===== src/rtl/popcnt_expand.sv =====
// popcnt_expand
//   Builds a WIDTH-bit mask holding exactly min(in_count, WIDTH) contiguous
//   ones starting at bit in_offset, wrapping modulo WIDTH. The mask is filled
//   CHUNK bits per cycle, so a request takes WIDTH/CHUNK cycles in BUSY.
//
// Ports
//   clk, rst_n            rising-edge clock, asynchronous active-low reset
//   in_valid / in_ready   request handshake (in_ready high only in IDLE)
//   in_count              requested ones count, saturated to WIDTH
//   in_offset             bit index of the first one
//   out_valid / out_ready result handshake (out_valid high only in DONE)
//   out_mask              mask register (partial contents visible while BUSY)
//   out_count             count actually used after saturation
//   out_err               in_count exceeded WIDTH
module popcnt_expand #(
   parameter int unsigned WIDTH = 128,
   parameter int unsigned CHUNK = 8
) (
   input  logic                         clk,
   input  logic                         rst_n,
   input  logic                         in_valid,
   output logic                         in_ready,
   input  logic [$clog2(WIDTH+1)-1:0]   in_count,
   input  logic [$clog2(WIDTH)-1:0]     in_offset,
   output logic                         out_valid,
   input  logic                         out_ready,
   output logic [WIDTH-1:0]             out_mask,
   output logic [$clog2(WIDTH+1)-1:0]   out_count,
   output logic                         out_err
);

   localparam int unsigned CW  = $clog2(WIDTH + 1);
   localparam int unsigned OW  = $clog2(WIDTH);
   localparam int unsigned NCH = WIDTH / CHUNK;
   localparam int unsigned KW  = (NCH > 1) ? $clog2(NCH) : 1;

   typedef enum logic [1:0] {
      ST_IDLE,
      ST_BUSY,
      ST_DONE
   } state_t;

   state_t            state_q, state_d;
   logic [WIDTH-1:0]  mask_q,  mask_d;
   logic [CW-1:0]     cnt_q,   cnt_d;
   logic [OW-1:0]     off_q,   off_d;
   logic              err_q,   err_d;
   logic [KW-1:0]     k_q,     k_d;

   logic [OW-1:0]     base;
   logic [CHUNK-1:0]  chunk_bits;

   // Bit i is set when its distance above off, taken modulo WIDTH through
   // the natural wrap of an OW-bit subtraction, is below cnt.
   always_comb begin
      logic [OW-1:0] rel;
      base       = OW'(k_q * CHUNK);
      chunk_bits = '0;
      for (int unsigned j = 0; j < CHUNK; j++) begin
         rel           = (base + OW'(j)) - off_q;
         chunk_bits[j] = (CW'(rel) < cnt_q);
      end
   end

   always_comb begin
      state_d = state_q;
      mask_d  = mask_q;
      cnt_d   = cnt_q;
      off_d   = off_q;
      err_d   = err_q;
      k_d     = k_q;
      unique case (state_q)
         ST_IDLE: begin
            if (in_valid) begin
               cnt_d   = (in_count > CW'(WIDTH)) ? CW'(WIDTH) : in_count;
               off_d   = in_offset;
               err_d   = (in_count > CW'(WIDTH));
               mask_d  = '0;
               k_d     = '0;
               state_d = ST_BUSY;
            end
         end
         ST_BUSY: begin
            mask_d[base +: CHUNK] = chunk_bits;
            k_d                   = k_q + KW'(1);
            if (k_q == KW'(NCH - 1)) begin
               state_d = ST_DONE;
            end
         end
         ST_DONE: begin
            if (out_ready) begin
               state_d = ST_IDLE;
            end
         end
         default: state_d = ST_IDLE;
      endcase
   end

   always_ff @(posedge clk or negedge rst_n) begin
      if (!rst_n) begin
         state_q <= ST_IDLE;
         mask_q  <= '0;
         cnt_q   <= '0;
         off_q   <= '0;
         err_q   <= 1'b0;
         k_q     <= '0;
      end else begin
         state_q <= state_d;
         mask_q  <= mask_d;
         cnt_q   <= cnt_d;
         off_q   <= off_d;
         err_q   <= err_d;
         k_q     <= k_d;
      end
   end

   assign in_ready  = (state_q == ST_IDLE);
   assign out_valid = (state_q == ST_DONE);
   assign out_mask  = mask_q;
   assign out_count = cnt_q;
   assign out_err   = err_q;

endmodule


===== config.mk =====
export PLATFORM = sky130hd
export DESIGN_NAME = popcnt_expand
export DESIGN_NICKNAME = d
export VERILOG_FILES = /design/src/rtl/popcnt_expand.sv
export SDC_FILE = /design/constraint.sdc
export NUM_CORES = 1
export LEC_CHECK = 0
export ABC_AREA = 1
export BUFFER_PORTS_ARGS = -buffer_cell sky130_fd_sc_hd__clkbuf_2
export CAP_MARGIN = 10
export CORE_MARGIN = 3
export CORE_UTILIZATION = 56
export CTS_BUF_LIST = sky130_fd_sc_hd__clkbuf_16
export CTS_CLUSTER_DIAMETER = 60
export DETAILED_ROUTE_END_ITERATION = 7
export PLACE_DENSITY = 0.81
export SLEW_MARGIN = 20
export SYNTH_ARGS = -nofsm -noshare
export SYNTH_HDL_FRONTEND = slang
export SYNTH_SLANG_ARGS = --single-unit

===== constraint.sdc =====
create_clock -name clk -period 3.3 [get_ports clk]
set_input_delay 0.33 -clock clk [delete_from_list [all_inputs] [get_ports clk]]
set_output_delay 0.33 -clock clk [all_outputs]
set_load 0.01 [all_outputs]

# Word-level counts from Yosys, hierarchy flattened
# Index checks and enable logic that the tools add are counted.
# totals
ff_bits,150
input_bits,19
out_inout_bits,139
word_cells,55
# classes
add_sub_neg,17
magnitude_cmp,9
eq_ne,6
n_shift,2
n_mux,10
n_reduce_logical,5
# op_table
op,count
$pmux 128 s2,1
$bwmux 128,1
$mux 128,1
$shift 8x9->128 const A,1
$shiftx 8x9->128,1
$lt 7x8->1,8
$sub 7x7->7,8
$add 7x3->7 const B,4
$add 7x2->7 const B,2
$neg 7->9,1
$gt 8x8->1 const B,1
$mux 8,1
$pmux 4 s2,1
$add 7x1->7 const B,1
$mux 2,3
$pmux 2 s3,1
$add 4x1->4 const B,1
$eq 4x4->1 const B,1
$mux 4,1
$ne 2x2->1 const B,2
$reduce_and 2->1,2
$reduce_and 3->1,1
$eq 2x1->1 const B,1
$eq 2x2->1 const B,1
3 further kinds,3

# Logic depth before layout (Yosys ltp)
# depth
depth_word,6
ltp_mapped,17
mapped_depth_nobuf,16

# Worst setup path after synthesis
# OpenSTA, ideal clock, no wires.
# synth_timing
path_kind,register to register
start,register k_q[0]
end,"register mask_q[36], in the netlist out_mask[36]"
t_arrival_ns,2.775
required_ns,3.234
path_slack_ns,0.459
stages_incl_launch_ff,17
cell_sequence,dfrtp_1 -> inv_2 -> buf_1 -> fa_1 -> nor2_1 -> nor2_1 -> o21ai_0 -> xor2_1 -> inv_1 -> ha_1 -> nand2_1 -> nor2_1 -> a21oi_1 -> nand2_1 -> inv_1 -> nand3_1 -> nand2_1
# synth_between
elab_chain_cells,6
word_cells_on_any_way,28
cone_classes,add/sub (16); order compare (8); shift (2); mux (2)
# synth_lines
item,line,text
start: declaration,48,"logic [KW-1:0] k_q, k_d;"
start signal: assignment,113,k_q <= k_d;
$add 7x1->7 (tied with other cells),60,rel = (base + OW'(j)) - off_q;
$sub 7x7->7,60,
$lt 7x8->1,61,chunk_bits[j] = (CW'(rel) < cnt_q);
$shiftx 8x9->128,84,mask_d[base +: CHUNK] = chunk_bits;
$bwmux 128 *,84,
$pmux 128 s2 *,72,unique case (state_q)
end signal: assignment,109,mask_q <= mask_d;
end: declaration,44,"logic [WIDTH-1:0] mask_q, mask_d;"
# Every way passes the cells marked *; elsewhere a longest branch is shown, timed or not.
# A chain may end at the register's enable or synchronous reset.

# Worst setup path in the final report
# layout_timing
start,register k_q[1]
end,"register mask_q[38], in the netlist out_mask[38]"
# The elaborated chain is that of the path after synthesis.

==> results_dict.tcl <==
set metrics [dict create \
    grt_max_degree 73 \
    fin_crit_ps 3172 \
    final_common_cell "nand2_1" \
    crit_top_cell "nand2_1" \
    finalSetupViolations 0 \
    fill_cells 1121 \
    overflow 0 \
    yosysUniqueCellTypes 36 \
    critPathMaxFanout 6 \
    place_inst 1304 \
    grt_first_pass_wirelength_mm 37.39 \
    die_y_um 127.6 \
    worst_pin_slew_ps 919.1 \
    cts_sinks 150 \
    synth.cell_area_um2 8275 \
    fp-row-count 43 \
    place_hpwl_mm 17.01 \
    crit_type "reg -> reg" \
    fmax_mhz 315.2 \
    drive_gt1_frac 0.2135 \
    design.die.area_um2 16270 \
    syn-num-nets 1063 \
    vias_per_cell 5.671 \
    yosys_warnings 0 \
    synth_top_area_cell "dfrtp_1" \
    crit_arrival_ps 3550 \
    skew_ps 7.598 \
    finalWirelength_mm 23.04 \
    io_pins 158 \
    ys_ff_latch 150 \
    cts_setup_buffers 0 \
    pre_cts_ws_ps 196.5 \
    clkTransAtPathRegs_ps 70 \
    hp-class "in -> reg" \
    path_cells "ha_2, fa_1, nor2_1, o21ai_0, xor2_1, inv_1, ha_1, nand2_1, nor2_1, a21oi_1, nand2_1, inv_1, nand3_1, nand2_1" \
    yosysSeqAreaShare 0.4536 \
    gr-usage-met2 0.4701 \
    clk_path_buf_depth 2 \
    layout_common_cells "nand2_1, nand3_1, clkbuf_2" \
    synth_edf_count 0 \
    core_area_um2 14150 \
    status "complete, no violations" \
    cts_buffers 17 \
    port_buffers 157 \
    place.gp.congestion 0.9098 \
    period_share 0.9613 \
    grtUsageMet1 0.3945 \
    die-width_um 127.6 \
    clockRootBuffer "clkbuf_16" \
    antenna_found_initial 0 \
    avgSynthCellArea_um2 8.462 \
    fin_hold_ws_ps 94.47 \
    first_global_vias 7221 \
    async_flop_share 1.000 \
    relSlewSlack 0.3820 \
    nets 1229 \
    fin_cells 1337 \
    drt_pass1_iterations 8 \
    maxCapViolCount 0 \
    drtIter0Drc 790 \
    synthCells 978 \
    synth.area.top_cells "dfrtp_1, nand2_1, ha_1" \
    slowest_stage "dfrtp_1" \
    synth_top_area_share 0.4536 \
    slowest_delay_ps 460 \
    post_drt_wl_per_cell_um 17.23 \
    drv_slew 0 \
    htree_levels 4 \
    start_util 0.5848 \
    n_antenna_cell 0 \
    top_usage_layer "met2" \
    clk_latency_ps 430 \
    ys.flop_type "dfrtp_1" \
    drcViolationCount 0 \
    met3_usage 0.06480 \
    cts_tree "built" \
    endpoint_kind "flop" \
    ant_nets 0 \
    fin_ws_ps 127.6 \
    start_kind "flop" \
    vias 7582 \
    hold_viol_final 0 \
    grt.total_usage 0.2905 \
    required_ps 3680 \
    area_delta_synth_final_pct 19.23 \
]
-- cells in the mapped netlist (2+ instances only) --
| cell type | count |
|---|---|
| xnor2_1 | 7 |
| nand2_2 | 2 |
| nor2_4 | 3 |
| inv_4 | 3 |
| o21ai_0 | 66 |
| a21oi_1 | 31 |
| nor3_1 | 11 |
| o21a_1 | 4 |
| nor2_2 | 8 |
| buf_4 | 5 |
| inv_1 | 64 |
| xor2_1 | 24 |
| nand3_1 | 157 |
| o21ai_1 | 11 |
| clkinv_1 | 2 |
| nand2_4 | 4 |
| dfrtp_1 | 150 |
| nand2_1 | 265 |
| nand4_1 | 10 |
| o31ai_1 | 2 |
| clkbuf_1 | 17 |
| fa_1 | 2 |
| nor2_1 | 37 |
| ha_1 | 64 |
| nor2_8 | 6 |
| inv_2 | 5 |
| buf_2 | 8 |
| o22ai_1 | 2 |
-- critical path: cells and delay by family (launching register included) --
family	cells	cell delay, ps
buffers and inverters	2	360
adder cells (fa/ha/maj)	3	890
flip-flops	1	460
AO/OA/AOI/OAI	2	440
AND/OR/NAND/NOR	6	820
XOR/XNOR	1	150
-- final timing paths --
path | start | to | slack [ps] | depth (start not counted)
hold reg to reg | out_mask[105]$_DFFE_PN0P_ | out_mask[105]$_DFFE_PN0P_ | 490 | 2
max in group asynchronous | rst_n | off_q[1]$_DFFE_PN0P_ | 1920 | 3
setup reg to reg | k_q[1]$_DFFE_PN0P_ | out_mask[38]$_DFFE_PN0P_ | 130 | 14
min in group asynchronous | rst_n | out_mask[52]$_DFFE_PN0P_ | 470 | 2
hold / removal | in_offset[0] | off_q[0]$_DFFE_PN0P_ | 90 | 3
setup / recovery | k_q[1]$_DFFE_PN0P_ | out_mask[38]$_DFFE_PN0P_ | 130 | 14
-- routing by layer --
| metal | vias up | part of all wire |
|---|---|---|
| li1 | 3581 | - |
| met1 | 3629 | 0.42 |
| met2 | 341 | 0.48 |
| met3 | 31 | 0.080 |
| met4 | 0 | 0.016 |
| met5 | - | 0 |
-- logic make-up after synthesis --
family,share of synthesized area
flip-flops,0.4536
adder cells (fa/ha/maj),0.1016
multiplexers,0.001210
AND/OR/NAND/NOR,0.2826
buffers and inverters,0.05201
XOR/XNOR,0.03478
AO/OA/AOI/OAI,0.07424
-- per-stage QoR --
step | utilization | TNS, ps | instance area, um2
2_1_floorplan | - | 0 | 8275
3_3_place_gp | 0.6573 | 0 | 9300
3_5_place_dp | 0.6573 | 0 | 9300
4_1_cts | 0.6965 | 0 | 9856
5_1_grt | 0.6973 | -1.494 | 9867
6_report | 0.6973 | 0 | 9867
-- flip-flops by register name, summed over array words and instances (netlist names) --
register / flops
k_q: 4
off_q: 7
out_err: 1
out_mask: 128
state_q: 2
out_count: 8
-- timing repair --
action                                 4_1_cts  5_1_grt
hold buffers                                 1        0
endpoints found under the hold margin       69        0
resized for setup                            0        4
setup endpoints to repair                    0       31
-- final cells by class --
| class | count | area, um2 | area share |
|---|---|---|---|
| Inverter | 74 | 285.3 | 0.02891 |
| Tap cell | 180 | 225.2 | 0.02283 |
| Sequential cell | 150 | 3755 | 0.3805 |
| Clock inverter | 15 | 120.1 | 0.01217 |
| Multi-Input combinational cell | 723 | 4104 | 0.4159 |
| Clock buffer | 17 | 425.4 | 0.04311 |
| Timing Repair Buffer | 178 | 952.2 | 0.09650 |
Power is left out: the tool's default activity adds up to more than one toggle a clock period on the data nets, which glitch-free logic cannot reach.
